--- config.mk ---
export PLATFORM = sky130hd
export DESIGN_NAME = rv32i_instr_encoder_flat
export DESIGN_NICKNAME = d
export VERILOG_FILES = /design/src/rtl/rv32i_instr_encoder_if.sv /design/src/rtl/rv32i_instr_encoder.sv /design/src/flat_wrapper.sv
export SDC_FILE = /design/constraint.sdc
export NUM_CORES = 1
export LEC_CHECK = 0
export CORE_AREA = 2 2 120 122
export DETAILED_ROUTE_END_ITERATION = 8
export DIE_AREA = 0 0 122 124
export PLACE_DENSITY = 0.65
export SETUP_SLACK_MARGIN = 0.15
export SKIP_CTS_REPAIR_TIMING = 1
export SLEW_MARGIN = 30
export SYNTH_ARGS = -nofsm -noshare
export SYNTH_HDL_FRONTEND = slang
export SYNTH_SLANG_ARGS = --single-unit
--- constraint.sdc ---
create_clock -name clk -period 5.5 [get_ports clk]
set_input_delay 1.65 -clock clk [delete_from_list [all_inputs] [get_ports clk]]
set_output_delay 1.65 -clock clk [all_outputs]
set_load 0.05 [all_outputs]
--- src/rtl/rv32i_instr_encoder_if.sv ---
// Field-set / word-stream bus of the RV32I instruction encoder.
// master: producer of decoded fields and consumer of encoded words.
// slave : the encoder.
interface rv32i_instr_encoder_if #(
    parameter int unsigned ADDR_W = 10
);
    logic              in_valid;
    logic              in_ready;
    logic [3:0]        in_kind;
    logic [2:0]        in_funct3;
    logic              in_alt;
    logic [4:0]        in_rd;
    logic [4:0]        in_rs1;
    logic [4:0]        in_rs2;
    logic [31:0]       in_imm;
    logic              out_valid;
    logic              out_ready;
    logic [31:0]       out_instr;
    logic [ADDR_W-1:0] out_addr;

    modport master (
        output in_valid, in_kind, in_funct3, in_alt, in_rd, in_rs1, in_rs2, in_imm,
        output out_ready,
        input  in_ready, out_valid, out_instr, out_addr
    );

    modport slave (
        input  in_valid, in_kind, in_funct3, in_alt, in_rd, in_rs1, in_rs2, in_imm,
        input  out_ready,
        output in_ready, out_valid, out_instr, out_addr
    );
endinterface

--- src/rtl/rv32i_instr_encoder.sv ---
// RV32I instruction encoder: validates decoded fields, packs them into a
// 32-bit instruction word and streams (word, address) through a small FIFO.
// Optional macro ENC_IMM_CHECK_EN: out-of-range immediates are treated as
// illegal instead of being silently truncated to the format bits.
module rv32i_instr_encoder #(
    parameter int unsigned ADDR_W    = 10,
    parameter int unsigned BASE_ADDR = 0,
    parameter int unsigned DEPTH     = 2
) (
    input  logic                 clk,
    input  logic                 reset,
    input  logic                 start,
    rv32i_instr_encoder_if.slave bus,
    output logic                 err_illegal,
    output logic                 err_range,
    output logic [ADDR_W:0]      count
);
    localparam int unsigned       PTR_W = (DEPTH > 1) ? $clog2(DEPTH) : 1;
    localparam int unsigned       LVL_W = $clog2(DEPTH + 1);
    localparam logic [ADDR_W-1:0] BASE  = ADDR_W'(BASE_ADDR);

    localparam logic [6:0] OP_R      = 7'b0110011;
    localparam logic [6:0] OP_I      = 7'b0010011;
    localparam logic [6:0] OP_LOAD   = 7'b0000011;
    localparam logic [6:0] OP_STORE  = 7'b0100011;
    localparam logic [6:0] OP_BRANCH = 7'b1100011;
    localparam logic [6:0] OP_LUI    = 7'b0110111;
    localparam logic [6:0] OP_AUIPC  = 7'b0010111;
    localparam logic [6:0] OP_JAL    = 7'b1101111;
    localparam logic [6:0] OP_JALR   = 7'b1100111;

    typedef enum logic [3:0] {
        KIND_R      = 4'd0,
        KIND_I      = 4'd1,
        KIND_LOAD   = 4'd2,
        KIND_STORE  = 4'd3,
        KIND_BRANCH = 4'd4,
        KIND_LUI    = 4'd5,
        KIND_AUIPC  = 4'd6,
        KIND_JAL    = 4'd7,
        KIND_JALR   = 4'd8
    } kind_e;

`ifdef ENC_IMM_CHECK_EN
    // True when v is representable as an n-bit two's-complement value.
    function automatic logic fits_signed(input logic [31:0] v, input int unsigned n);
        logic [31:0] s;
        s = $unsigned($signed(v) >>> (n - 1));
        return (s == '0) || (s == '1);
    endfunction
`else
    logic w_unused_imm_lsb;
    assign w_unused_imm_lsb = bus.in_imm[0];
`endif

    kind_e             w_kind;
    logic [2:0]        w_f3;
    logic              w_alt;
    logic [4:0]        w_rd;
    logic [4:0]        w_rs1;
    logic [4:0]        w_rs2;
    logic [31:0]       w_imm;
    logic [31:0]       w_instr;
    logic              w_fmt_ok;
    logic              w_imm_ok;
    logic              w_legal;

    logic [31:0]       r_mem_instr [DEPTH];
    logic [ADDR_W-1:0] r_mem_addr  [DEPTH];
    logic [PTR_W-1:0]  r_wr_ptr;
    logic [PTR_W-1:0]  r_rd_ptr;
    logic [LVL_W-1:0]  r_level;
    logic [ADDR_W-1:0] r_counter;
    logic              r_addr_done;
    logic              r_err_illegal;
    logic              r_err_range;
    logic [ADDR_W:0]   r_count;

    logic              w_full;
    logic              w_empty;
    logic              w_in_ready;
    logic              w_accept;
    logic              w_exhausted;
    logic              w_push;
    logic              w_pop;

    assign w_kind = kind_e'(bus.in_kind);
    assign w_f3   = bus.in_funct3;
    assign w_alt  = bus.in_alt;
    assign w_rd   = bus.in_rd;
    assign w_rs1  = bus.in_rs1;
    assign w_rs2  = bus.in_rs2;
    assign w_imm  = bus.in_imm;

    // Field legality check and instruction packing per format.
    always_comb begin
        w_instr  = '0;
        w_fmt_ok = 1'b0;
        w_imm_ok = 1'b1;
        case (w_kind)
            KIND_R: begin
                w_fmt_ok = !w_alt || (w_f3 == 3'b000) || (w_f3 == 3'b101);
                w_instr  = {1'b0, w_alt, 5'b00000, w_rs2, w_rs1, w_f3, w_rd, OP_R};
            end
            KIND_I: begin
                w_fmt_ok = !w_alt || (w_f3 == 3'b101);
                if ((w_f3 == 3'b001) || (w_f3 == 3'b101)) begin
                    w_instr = {1'b0, w_alt, 5'b00000, w_imm[4:0], w_rs1, w_f3, w_rd, OP_I};
                end else begin
                    w_instr = {w_imm[11:0], w_rs1, w_f3, w_rd, OP_I};
                end
`ifdef ENC_IMM_CHECK_EN
                w_imm_ok = fits_signed(w_imm, 12);
`endif
            end
            KIND_LOAD: begin
                w_fmt_ok = (w_f3 != 3'b011) && (w_f3 != 3'b110) && (w_f3 != 3'b111);
                w_instr  = {w_imm[11:0], w_rs1, w_f3, w_rd, OP_LOAD};
`ifdef ENC_IMM_CHECK_EN
                w_imm_ok = fits_signed(w_imm, 12);
`endif
            end
            KIND_STORE: begin
                w_fmt_ok = (w_f3 <= 3'b010);
                w_instr  = {w_imm[11:5], w_rs2, w_rs1, w_f3, w_imm[4:0], OP_STORE};
`ifdef ENC_IMM_CHECK_EN
                w_imm_ok = fits_signed(w_imm, 12);
`endif
            end
            KIND_BRANCH: begin
                w_fmt_ok = (w_f3 != 3'b010) && (w_f3 != 3'b011);
                w_instr  = {w_imm[12], w_imm[10:5], w_rs2, w_rs1, w_f3,
                            w_imm[4:1], w_imm[11], OP_BRANCH};
`ifdef ENC_IMM_CHECK_EN
                w_imm_ok = fits_signed(w_imm, 13) && !w_imm[0];
`endif
            end
            KIND_LUI: begin
                w_fmt_ok = 1'b1;
                w_instr  = {w_imm[31:12], w_rd, OP_LUI};
`ifdef ENC_IMM_CHECK_EN
                w_imm_ok = (w_imm[11:0] == '0);
`endif
            end
            KIND_AUIPC: begin
                w_fmt_ok = 1'b1;
                w_instr  = {w_imm[31:12], w_rd, OP_AUIPC};
`ifdef ENC_IMM_CHECK_EN
                w_imm_ok = (w_imm[11:0] == '0);
`endif
            end
            KIND_JAL: begin
                w_fmt_ok = 1'b1;
                w_instr  = {w_imm[20], w_imm[10:1], w_imm[11], w_imm[19:12], w_rd, OP_JAL};
`ifdef ENC_IMM_CHECK_EN
                w_imm_ok = fits_signed(w_imm, 21) && !w_imm[0];
`endif
            end
            KIND_JALR: begin
                w_fmt_ok = (w_f3 == 3'b000);
                w_instr  = {w_imm[11:0], w_rs1, 3'b000, w_rd, OP_JALR};
`ifdef ENC_IMM_CHECK_EN
                w_imm_ok = fits_signed(w_imm, 12);
`endif
            end
            default: begin
                w_fmt_ok = 1'b0;
                w_instr  = '0;
            end
        endcase
    end

    assign w_legal = w_fmt_ok && w_imm_ok;

    // Exhaustion also covers a non-zero BASE_ADDR reaching the top address
    // before count hits 2^ADDR_W, so the counter never wraps.
    assign w_full      = (r_level == LVL_W'(DEPTH));
    assign w_empty     = (r_level == '0);
    assign w_in_ready  = !start && (!w_full || bus.out_ready);
    assign w_accept    = bus.in_valid && w_in_ready;
    assign w_exhausted = r_count[ADDR_W] || r_addr_done;
    assign w_push      = w_accept && w_legal && !w_exhausted;
    assign w_pop       = !w_empty && bus.out_ready;

    assign bus.in_ready  = w_in_ready;
    assign bus.out_valid = !w_empty;
    assign bus.out_instr = w_empty ? '0 : r_mem_instr[r_rd_ptr];
    assign bus.out_addr  = w_empty ? BASE : r_mem_addr[r_rd_ptr];
    assign err_illegal   = r_err_illegal;
    assign err_range     = r_err_range;
    assign count         = r_count;

    // FIFO storage write; contents are only observed through valid entries.
    always_ff @(posedge clk) begin
        if (w_push) begin
            r_mem_instr[r_wr_ptr] <= w_instr;
            r_mem_addr[r_wr_ptr]  <= r_counter;
        end
    end

    // FIFO pointers, address counter, word count and sticky error flags.
    always_ff @(posedge clk or posedge reset) begin
        if (reset) begin
            r_wr_ptr      <= '0;
            r_rd_ptr      <= '0;
            r_level       <= '0;
            r_counter     <= BASE;
            r_addr_done   <= 1'b0;
            r_count       <= '0;
            r_err_illegal <= 1'b0;
            r_err_range   <= 1'b0;
        end else if (start) begin
            r_wr_ptr      <= '0;
            r_rd_ptr      <= '0;
            r_level       <= '0;
            r_counter     <= BASE;
            r_addr_done   <= 1'b0;
            r_count       <= '0;
            r_err_illegal <= 1'b0;
            r_err_range   <= 1'b0;
        end else begin
            if (w_push) begin
                r_wr_ptr <= r_wr_ptr + PTR_W'(1);
                r_count  <= r_count + (ADDR_W + 1)'(1);
                if (r_counter == '1) begin
                    r_addr_done <= 1'b1;
                end else begin
                    r_counter <= r_counter + ADDR_W'(1);
                end
            end
            if (w_pop) begin
                r_rd_ptr <= r_rd_ptr + PTR_W'(1);
            end
            case ({w_push, w_pop})
                2'b10:   r_level <= r_level + LVL_W'(1);
                2'b01:   r_level <= r_level - LVL_W'(1);
                default: r_level <= r_level;
            endcase
            if (w_accept && !w_legal) begin
                r_err_illegal <= 1'b1;
            end
            if (w_accept && w_legal && w_exhausted) begin
                r_err_range <= 1'b1;
            end
        end
    end
endmodule
--- src/flat_wrapper.sv ---
// flat-port wrapper written by rule: the top's interface ports become plain ports
module rv32i_instr_encoder_flat 
#(
    parameter int unsigned ADDR_W    = 10,
    parameter int unsigned BASE_ADDR = 0,
    parameter int unsigned DEPTH     = 2
)
  (clk, reset, start, err_illegal, err_range, count, bus_in_valid, bus_in_kind, bus_in_funct3, bus_in_alt, bus_in_rd, bus_in_rs1, bus_in_rs2, bus_in_imm, bus_out_ready, bus_in_ready, bus_out_valid, bus_out_instr, bus_out_addr);
  rv32i_instr_encoder_if #(.ADDR_W(ADDR_W)) bus_i ();
  input  logic clk;
  input  logic reset;
  input  logic start;
  output logic err_illegal;
  output logic err_range;
  output logic [ADDR_W:0] count;
  input wire logic [$bits(bus_i.in_valid)-1:0] bus_in_valid;
  input wire logic [$bits(bus_i.in_kind)-1:0] bus_in_kind;
  input wire logic [$bits(bus_i.in_funct3)-1:0] bus_in_funct3;
  input wire logic [$bits(bus_i.in_alt)-1:0] bus_in_alt;
  input wire logic [$bits(bus_i.in_rd)-1:0] bus_in_rd;
  input wire logic [$bits(bus_i.in_rs1)-1:0] bus_in_rs1;
  input wire logic [$bits(bus_i.in_rs2)-1:0] bus_in_rs2;
  input wire logic [$bits(bus_i.in_imm)-1:0] bus_in_imm;
  input wire logic [$bits(bus_i.out_ready)-1:0] bus_out_ready;
  output wire logic [$bits(bus_i.in_ready)-1:0] bus_in_ready;
  output wire logic [$bits(bus_i.out_valid)-1:0] bus_out_valid;
  output wire logic [$bits(bus_i.out_instr)-1:0] bus_out_instr;
  output wire logic [$bits(bus_i.out_addr)-1:0] bus_out_addr;
  assign bus_i.in_valid = bus_in_valid;
  assign bus_i.in_kind = bus_in_kind;
  assign bus_i.in_funct3 = bus_in_funct3;
  assign bus_i.in_alt = bus_in_alt;
  assign bus_i.in_rd = bus_in_rd;
  assign bus_i.in_rs1 = bus_in_rs1;
  assign bus_i.in_rs2 = bus_in_rs2;
  assign bus_i.in_imm = bus_in_imm;
  assign bus_i.out_ready = bus_out_ready;
  assign bus_in_ready = bus_i.in_ready;
  assign bus_out_valid = bus_i.out_valid;
  assign bus_out_instr = bus_i.out_instr;
  assign bus_out_addr = bus_i.out_addr;
  rv32i_instr_encoder #(.ADDR_W(ADDR_W), .BASE_ADDR(BASE_ADDR), .DEPTH(DEPTH)) u_core (.clk(clk), .reset(reset), .start(start), .bus(bus_i), .err_illegal(err_illegal), .err_range(err_range), .count(count));
endmodule
# [Yosys cells after proc, flatten, opt, wreduce, memory -nomap -nowiden]
# Memory sizes are Yosys's and may differ from the RTL's.
# Cells that the tools add are included.
[totals] ram_bits=84 memories=2 inputBits=60 regBits=28
[memory_table] memory="u_core.r_mem_instr" depth=2 width=32 rd=1 rd_ports_with_merged_regs=0 write_ports=1 line="rv32i_instr_encoder.sv:68" text="logic [31:0] r_mem_instr [DEPTH];"
[memory_table] memory="u_core.r_mem_addr" depth=2 width=10 rd=1 rd_ports_with_merged_regs=0 write_ports=1 line="rv32i_instr_encoder.sv:69" text="logic [ADDR_W-1:0] r_mem_addr [DEPTH];"
[op_classes] eq_ne=19 mux=25 n_reduce_logical=34 order_cmp=1 n_addsub=6
[op_table] operator="32-bit one-hot mux with 9 select lines" count=1
[op_table] operator="32-bit 2-to-1 mux" count=2
[op_table] operator="10-bit 2-to-1 mux" count=4
[op_table] operator="11-bit 2-to-1 mux" count=2
[op_table] operator="4-bit by 3-bit == test with 1-bit output, second input constant" count=4
[op_table] operator="1-bit 2-to-1 mux" count=13
[op_table] operator="11-bit by 1-bit adder with 11-bit output, second input constant" count=1
[op_table] operator="10-bit by 1-bit adder with 10-bit output, second input constant" count=1
[op_table] operator="10-bit == test, second input constant" count=1
[op_table] operator="1-bit logical AND" count=10
[op_table] operator="2-bit nonzero test" count=5
[op_table] operator="4-bit by 2-bit == test with 1-bit output, second input constant" count=2
[op_table] operator="1-bit one-hot mux with 7 select lines" count=1
[op_table] operator="1-bit logical NOT" count=6
[op_table] operator="1-bit logical OR" count=6
[op_table] operator="3-bit by 2-bit != test with 1-bit output, second input constant" count=2
[op_table] operator="3-bit != test, second input constant" count=2
[op_table] operator="2-bit == test, second input constant" count=2
[op_table] operator="4-bit by 1-bit == test with 1-bit output, second input constant" count=1
[op_table] operator="4-bit == test, second input constant" count=1
[op_table] operator="4-bit logical NOT" count=1
[op_table] operator="2-bit one-hot mux with 2 select lines" count=1
[op_table] operator="2-bit AND reduction" count=2
[op_table] operator="3-bit by 1-bit == test with 1-bit output, second input constant" count=1
[op_table] operator="other kinds (12)" count=13

# [Depth between registers and ports, before layout]
# Gate-level depths: netlist of run 1.
[logic_depth] depth_word=10 ltp_mapped=9

# [Least setup slack after synthesis of run 1]
# OpenSTA, ideal clock, no wires.
[synth_path] path_kind="input port to output port" startpoint="input start" endpoint="output bus_in_ready" n_path_buf=2 required_time_ns=3.850 path_stages=4 path_slack_ns=1.211 t_arrival_ns=2.639 path_cell_list="clkbuf_1 inv_1 clkbuf_1 and2_1"
[synth_via] elab_chain_cells=2
[synth_lines] item="from (decl)" line="flat_wrapper.sv:12" text="input logic start;"
[synth_lines] item="1-bit logical NOT" line="rv32i_instr_encoder.sv:179" text="assign w_in_ready = !start && (!w_full || bus.out_ready);"
[synth_lines] item="1-bit logical AND" line="rv32i_instr_encoder.sv:179"
[synth_lines] item="to (decl)" line="flat_wrapper.sv:25" text="output wire logic [$bits(bus_i.in_ready)-1:0] bus_in_ready;"
# No other way between the ends.

# [Worst setup path after layout of run 1]
[layout_path] startpoint="input bus_out_ready" endpoint="output bus_in_ready"
[layout_via] elab_chain_cells=2
[layout_lines] item="from (decl)" line="flat_wrapper.sv:24" text="input wire logic [$bits(bus_i.out_ready)-1:0] bus_out_ready;"
[layout_lines] item="1-bit logical OR" line="rv32i_instr_encoder.sv:179"
[layout_lines] item="1-bit logical AND" line="rv32i_instr_encoder.sv:179"
# No other way between the ends.

==> flow_summary.ini, run 1 <==
[outcome]
status = completed

[power_and_ir_drop]
swShare_pct = 25.11
peakVddDrop_mv = 0.1316
p_seq_share_pct = 50.3
switchingPower_uw = 462.9
p_comb_share_pct = 14.8
power.share.clock_pct = 34.9
cellPowerDensity_nw_per_um2 = 259.3
p_leak_uw = 0.002501
internal-power_uw = 1381

[floorplan]
fp.dieW_um = 122
initial_core_util_pct = 39.70
rows = 43
core_area_um2 = 13720
ios = 117
die_y_um = 124
dieArea_um2 = 15130

[global_routing]
grt_pass1_wl_um = 20410
grt_max_degree = 43
gr-usage-all-layers_pct = 17.50
overflow = 0
grt_pass1_vias = 3990
antenna_found_initial = 0

[worst_setup_path]
reg2reg_slack_ns = 3.06
path_class = in -> out
required_ns = 3.85
critPathArrivalTime_ns = 2.99
cp_max_fo = 5
startpoint_type = primary input
cp-end-kind = output pin
r2r-end = u_core.r_mem_addr[1][8]
regToRegStartpoint = u_core.r_level[1]
ff2ff_path_depth = 5

[timing]
finalHoldViolCount = 0
final.setup.tns_ns = 0
skew_ns = 0.006895
setup_violations = 0
fmax_ghz = 0.2156
max-slew-margin-rel_pct = 53.55
finalCritPeriodShare_pct = 84.32
fin_crit_ns = 4.638
rsz0062_at_grt = false
worst_pin_slew_ns = 0.6968
maxSlewViolCount = 0

[logic_synthesis]
synthArstFlopShare_pct = 25.45
synth_common_cells = 82 x edfxtp_1, 60 x nor2_1, 50 x mux2i_1, 28 x dfrtp_1, 22 x a21oi_1
synthFlopType = edfxtp_1
yosysTopAreaCellShare_pct = 45.21
yosysMostFrequentCell = edfxtp_1
ys_warn_count = 0
synthTopCellsByArea = edfxtp_1 45%, dfrtp_1 13%, mux2i_1 9.2%
synth_edf_count = 82
synth_seq_area_share_pct = 58.07
syn_area_um2 = 5446
yosysUniqueCellTypes = 60
synth_seq_cells = 110
synth_cells = 467
mappedNetlistNets = 529
syn_area_per_cell_um2 = 11.66
yosys.area.top_type = edfxtp_1

[layout]
syn_to_final_growth_pct = 30.58
drive_above_1_share_pct = 7.069
antennaDiodeCount = 0
stdcell_count = 760
nets = 637

[drt]
vias = 4111
wl_met3_um = 991
maxUsedRoutingLayer = met4
remaining_drc_errors = 0
vias_per_cell = 5.409
routedWlPerCell_um = 17.09
route.met2.wl_um = 5984
ant_nets = 0
drt-total-wl_um = 12990
first_pass_iters = 4
drt_iter0_markers = 300
met1_length_um = 5899

[cts]
clk_path_buf_depth = 2
cts-buffers-inserted = 9
h-tree-depth = 3
cts_tree = built
cts_root_buf = clkbuf_16
cts_sinks = 110
path_clk_slew_ns = 0.07
insertion_delay_ns = 0.34

[run]
maxCapViolCount = 0

[placed_design]
dp.cells = 743
port_buffers = 116
gp_congestion = 0.8963
dp_hpwl_um = 8966

[worst_hold_path]
min_from = u_core.r_counter[1]
hold_path_depth = 0
min_to = u_core.r_mem_addr[0][1]
min_path_type = reg -> reg
[metrics by stage]
step / hold slack [ns] / util (%) / instance area [um^2] / power, uW / setup slack, ns
global route: 0.5466 / 51.84 / 7112 / 1920 / 0.8354
global placement: 0.5043 / 49.42 / 6780 / 1210 / 0.8996
detailed placement: 0.4908 / 49.42 / 6780 / 1215 / 0.8859
CTS: 0.5223 / 51.64 / 7084 / 1860 / 0.8830
finish: 0.5207 / 51.84 / 7112 / 1844 / 0.8622
floorplan: 0.4699 / - / 5446 / 1103 / 1.211
[worst max-delay path, stage by stage]
cell and delay [ns]:
clkdlybuf4s50_1 0.47, or3b_2 0.50, and2_1 0.18, buf_4 0.18
[registers in the layout (all words and copies together), names as in the netlist]
register	flops
u_core.r_mem_instr	62
u_core.r_mem_addr	20
u_core.count	11
u_core.r_counter	10
u_core.r_level	2
u_core.err_illegal	1
u_core.err_range	1
u_core.r_addr_done	1
u_core.r_rd_ptr	1
u_core.r_wr_ptr	1
[cell families after synthesis]
group / synth area share [%]
AND/OR/NAND/NOR: 14.54
flip-flops: 58.07
AO/OA/AOI/OAI: 12.45
multiplexers: 10.22
buffers and inverters: 3.446
XOR/XNOR: 0.8040
adder cells (fa/ha/maj): 0.4594
[routing by layer]
layer / GRT usage (%) / vias to the layer above
met5: 0 / -
met1: 24.00 / 1988
li1: - / 1979
met3: 3.205 / 9
met2: 28.56 / 135
met4: 5.101 / 0
[worst max path at each step]
stage | startpoint | endpoint
final | bus_out_ready | bus_in_ready
after global routing | bus_out_ready | bus_in_ready
after CTS | bus_out_ready | bus_in_ready
after floorplan | start | bus_in_ready
after detailed placement | bus_out_ready | bus_in_ready
after global placement | bus_out_ready | bus_in_ready
[area by class of cell]
type	instances	area, um^2
fill	1239	6608
sequential	110	3164
multi-input combinational	313	2105
timing repair buffer	127	1261
clock buffer	12	267.8
tap	180	225.2
inverter	14	52.55
clock inverter	4	36.28
[layout by cell type, fill, tap and decap left out, types with 6 or more instances in the layout]
| cell | Yosys | layout |
|---|---|---|
| a21oi_1 | 22 | 22 |
| nand2_1 | 17 | 17 |
| o21ai_1 | 8 | 8 |
| a22o_1 | 13 | 13 |
| edfxtp_1 | 82 | 82 |
| inv_1 | 14 | 12 |
| and3_1 | 7 | 6 |
| nand4_1 | 8 | 8 |
| o31ai_1 | 9 | 9 |
| nand3_1 | 12 | 12 |
| nor2_1 | 60 | 59 |
| o21ai_0 | 9 | 9 |
| mux2i_1 | 50 | 50 |
| dfrtp_1 | 28 | 27 |
| clkdlybuf4s50_1 | 0 | 115 |
| buf_4 | 3 | 11 |
| or4_1 | 6 | 6 |
| clkbuf_16 | 0 | 10 |
| nor2b_1 | 12 | 12 |
[power groups by stage]
stage          logic (uW)  clock network [uW]  registers (uW)
6_report              273                 644             927
3_5_place_dp          270                   0             945
5_1_grt               295                 697             929
3_3_place_gp          266                   0             944
4_1_cts               272                 661             927
2_1_floorplan         158                   0             945
No activity file was read; power rests on OpenSTA's default activity.
==> run 2, diff against run 1 <==
clock period = 4.4 ns   (was 5.5 ns; I/O delays follow)
==> run 2 against run 1 <==
Compared with the run above:
- final cell count rose by 0.39%
- global-route usage grew 0.82 points
- first-iteration DRC count up 12%
- hold slack worse by 0.014 ns
- clock power rose by 37%
- register-to-register slack got worse by 0.80 ns
- via count up 2.5%
- critical endpoint unchanged
- highest routed layer unchanged
==> flow_summary.ini, run 2 (synthesized netlist as in run 1, its figures left out) <==
[layout]
fill_cells = 1216
syn_to_final_growth_pct = 31.77
top_register = u_core.r_mem_instr
regArea_um2 = 3164
drive_above_1_share_pct = 7.376
nets = 640
final_cell_mix = 115 x clkdlybuf4s50_1, 82 x edfxtp_1, 59 x nor2_1
antennaDiodeCount = 0
largest_reg_flops = 62
final_common_cell = clkdlybuf4s50_1
stdcell_count = 763
multi_input_area_um2 = 2105

[drt]
vias = 4214
first_pass_iters = 5
ant_nets = 0
routedWlPerCell_um = 17.72
drt-total-wl_um = 13520
drt_iter0_markers = 336
vias_per_cell = 5.523
remaining_drc_errors = 0

[timing]
fmax_ghz = 0.2512
worst_pin_slew_ns = 0.5735
skew_ns = 0.009657
final.setup.tns_ns = 0
finalCritPeriodShare_pct = 90.49
rsz0062_at_grt = false
setup_violations = 0
finalHoldViolCount = 0
maxSlewViolCount = 0
fin_crit_ns = 3.982
max-slew-margin-rel_pct = 61.51

[worst_setup_path]
crit_family = simple AND/OR/NAND/NOR gates
path_cells = clkdlybuf4s50_1 > or3b_2 > and2_1 > buf_4
worst_path_max_delay_cell = or3b_2
regToRegStartpoint = u_core.r_level[1]
reg2reg_slack_ns = 2.26
ff2ff_path_depth = 6
critPathArrivalTime_ns = 2.66
startpoint_type = primary input
cp_num_buf_inv = 2
cp_max_fo = 5
required_ns = 3.08
max_stage_delay_ns = 0.50
r2r-end = u_core.count[5]
cp-end-kind = output pin
path_class = in -> out

[floorplan]
core_area_um2 = 13720
dieArea_um2 = 15130
initial_core_util_pct = 39.70
rows = 43
fp.dieW_um = 122
die_y_um = 124
ios = 117

[placed_design]
dp.cells = 747
port_buffers = 116
gp_congestion = 0.9049
dp_hpwl_um = 9328

[worst_hold_path]
min_path_type = reg -> reg
hold_path_depth = 2
min_to = u_core.err_range
min_from = u_core.err_range

[global_routing]
grt_max_degree = 42
grt_pass1_wl_um = 21330
antenna_found_initial = 0
grt_pass1_vias = 4133
gr-usage-all-layers_pct = 18.33
overflow = 0

[cts]
cts-buffers-inserted = 9
insertion_delay_ns = 0.35
clk_path_buf_depth = 2
cts_tree = built
path_clk_slew_ns = 0.07
cts_sinks = 110
h-tree-depth = 3
cts_root_buf = clkbuf_16

[outcome]
status = completed

[power_and_ir_drop]
p_leak_uw = 0.002531
cellPowerDensity_nw_per_um2 = 332.0
peakVddDrop_mv = 0.1655

[run]
maxCapViolCount = 0
[run 2: changes by cell type in the layout (fill, tap and decap cells not counted)]
cell,delta
buf_12,+3
buf_16,-1
buf_4,+1
bufinv_16,+1
clkinvlp_4,-1
inv_1,+1
inv_2,-1
inv_6,-1
inv_8,+1
[run 2: power by group]
part / switching [uW] / internal, uW
sequential: 12.9 / 1140
combinational: 204 / 142
clock: 379 / 501
[run 2: area by class of cell]
type                            instances  share of cell area, %
Clock buffer                           12                  3.731
Multi-Input combinational cell        313                  29.32
Timing Repair Buffer                  130                  18.13
Inverter                               14                 0.7322
Clock inverter                          4                 0.8543
Sequential cell                       110                  44.09
Tap cell                              180                  3.138
[run 2: worst max path at each step]
stage | from | end | depth (start not counted)
6_report | bus_out_ready | bus_in_ready | 4
5_1_grt | bus_out_ready | bus_in_ready | 4
4_1_cts | bus_out_ready | bus_in_ready | 4
3_5_place_dp | bus_out_ready | bus_in_ready | 4
3_3_place_gp | bus_out_ready | bus_in_ready | 4
2_1_floorplan | bus_in_kind[2] | u_core.r_mem_addr[0][0] | 8
[run 2: per-stage QoR]
stage	power, uW	setup slack [ns]	instance area, um^2	hold slack [ns]	util, %
finish	2383	0.4184	7177	0.5064	52.31
global route	2470	0.3764	7177	0.5401	52.31
CTS	2409	0.4306	7177	0.5131	52.31
detailed placement	1525	0.4380	6848	0.4917	49.91
global placement	1519	0.4617	6848	0.4882	49.91
floorplan	1379	0.5867	5446	0.4699	-
[run 2: per-layer routing]
metal / wire length, um / vias up / global-route usage, %
li1: - / 1983 / -
met1: 6283 / 2083 / 24.54
met2: 6219 / 132 / 29.54
met3: 768 / 16 / 3.617
met4: 245 / 0 / 7.040
met5: 0 / - / 0
[run 2: tightest hold or removal path, stage by stage, from the launching register on]
cell and delay (ns):
dfrtp_1 0.35, a21oi_1 0.04, nor2_1 0.07
==> run 3, diff against run 2 <==
CORE_AREA = 2 2 119 121   (was 2 2 120 122)
DIE_AREA = 0 0 121 123   (was 0 0 122 124)
PLACE_DENSITY = 0.66   (was 0.65)
==> run 3 against run 2 <==
Compared with the run above:
- clock skew rose by 0.0016 ns
- clock-buffer cell count grew 1
- highest routed layer unchanged
- critical path depth unchanged
- register-to-register slack lost 0.02 ns
- largest cell class unchanged
- worst setup slack got worse by 0.015 ns
==> flow_summary.ini, run 3 (synthesized netlist as in run 1, its figures left out) <==
[placed_design]
dp_slack_ns = 0.4186
port_buffers = 116
placed_area_um2 = 6855
gp_congestion = 0.9164
dp_hpwl_um = 9089

[cts]
path_clk_slew_ns = 0.08
cts_root_buf = clkbuf_16
cts_sinks = 110
cts_tree = built
cts-buffers-inserted = 9
clk_path_buf_depth = 2
insertion_delay_ns = 0.35
h-tree-depth = 3

[power_and_ir_drop]
total_power_uw = 2356
p_leak_uw = 0.002535
cellPowerDensity_nw_per_um2 = 328.2
peakVddDrop_mv = 0.1609

[timing]
maxSlewViolCount = 0
setup_violations = 0
rsz0062_at_grt = false
final.setup.tns_ns = 0
skew_ns = 0.01129
fin_crit_ns = 3.996
fmax_ghz = 0.2502
finalCritPeriodShare_pct = 90.82
max-slew-margin-rel_pct = 57.56
worst_slack_ns = 0.4039
worst_pin_slew_ns = 0.6324
finalHoldViolCount = 0

[worst_setup_path]
startpoint_type = primary input
cp-end-kind = output pin
required_ns = 3.08
path_class = in -> out
critPathArrivalTime_ns = 2.68
cp_max_fo = 5
reg2reg_slack_ns = 2.24

[drt]
drt_iter0_markers = 279
drt-total-wl_um = 13310
first_pass_iters = 5
routedWlPerCell_um = 17.43
remaining_drc_errors = 0
vias = 4195
ant_nets = 0
vias_per_cell = 5.491

[layout]
nets = 641
fin_area_um2 = 7178
final_cell_mix = 115 x clkdlybuf4s50_1, 82 x edfxtp_1, 59 x nor2_1
syn_to_final_growth_pct = 31.79
fin_util_pct = 52.73
antennaDiodeCount = 0
fill_cells = 1159
drive_above_1_share_pct = 7.705
largest_reg_flops = 62
multi_input_area_um2 = 2105
regArea_um2 = 3164
final_common_cell = clkdlybuf4s50_1
top_register = u_core.r_mem_instr

[floorplan]
core_area_um2 = 13610
ios = 117
fp.dieW_um = 121
dieArea_um2 = 14880
initial_core_util_pct = 40.01
rows = 43
die_y_um = 123

[global_routing]
antenna_found_initial = 0
grt_max_degree = 42
gr-usage-all-layers_pct = 18.54
overflow = 0
grt_pass1_vias = 4138
grt_pass1_wl_um = 21320

[worst_hold_path]
min_path_type = reg -> reg

[outcome]
status = completed

[run]
maxCapViolCount = 0
## run 3: stage by stage
step,std cells,hold WS [ns]
final,764,0.5187
after global routing,764,0.5625
after CTS,764,0.5216
after detailed placement,748,0.4996
after global placement,748,0.4891
after floorplan,467,0.4699
## run 3: layer usage
layer  global-route usage, %  vias to the layer above  part of all wire [%]
met2                   30.51                      155                    47
met4                   6.323                        0                   1.5
met3                   2.814                       13                   5.8
met5                       0                        -                     0
li1                        -                     1990                     -
met1                   25.21                     2037                    46
## run 3: cell type report
class	instances	area share (%)
clock buffer	13	4.061
clock inverter	3	0.4358
inverter	14	0.7321
multi-input combinational	313	29.32
sequential	110	44.08
tap	180	3.138
timing repair buffer	131	18.23
## run 3: worst max-delay path: stages
cell             delay, ns
clkdlybuf4s50_1       0.48
or3b_2                0.51
and2_1                0.18
buf_4                 0.18
## run 3: report_power, final
| group | total (uW) | internal [uW] | switching, uW |
|---|---|---|---|
| logic | 348 | 143 | 205 |
| registers | 1160 | 1140 | 12.6 |
| clock network | 852 | 475 | 377 |
## run 3: path summary, 6_finish.rpt
kind | depth (start not counted) | endpoint | start
max | 4 | bus_in_ready | bus_out_ready
min | 2 | u_core.err_range | u_core.err_range
max reg2reg | 6 | u_core.count[8] | u_core.r_level[0]
min reg2reg | 2 | u_core.err_range | u_core.err_range
max in group asynchronous | 3 | u_core.r_rd_ptr | reset
min in group asynchronous | 3 | u_core.err_range | reset
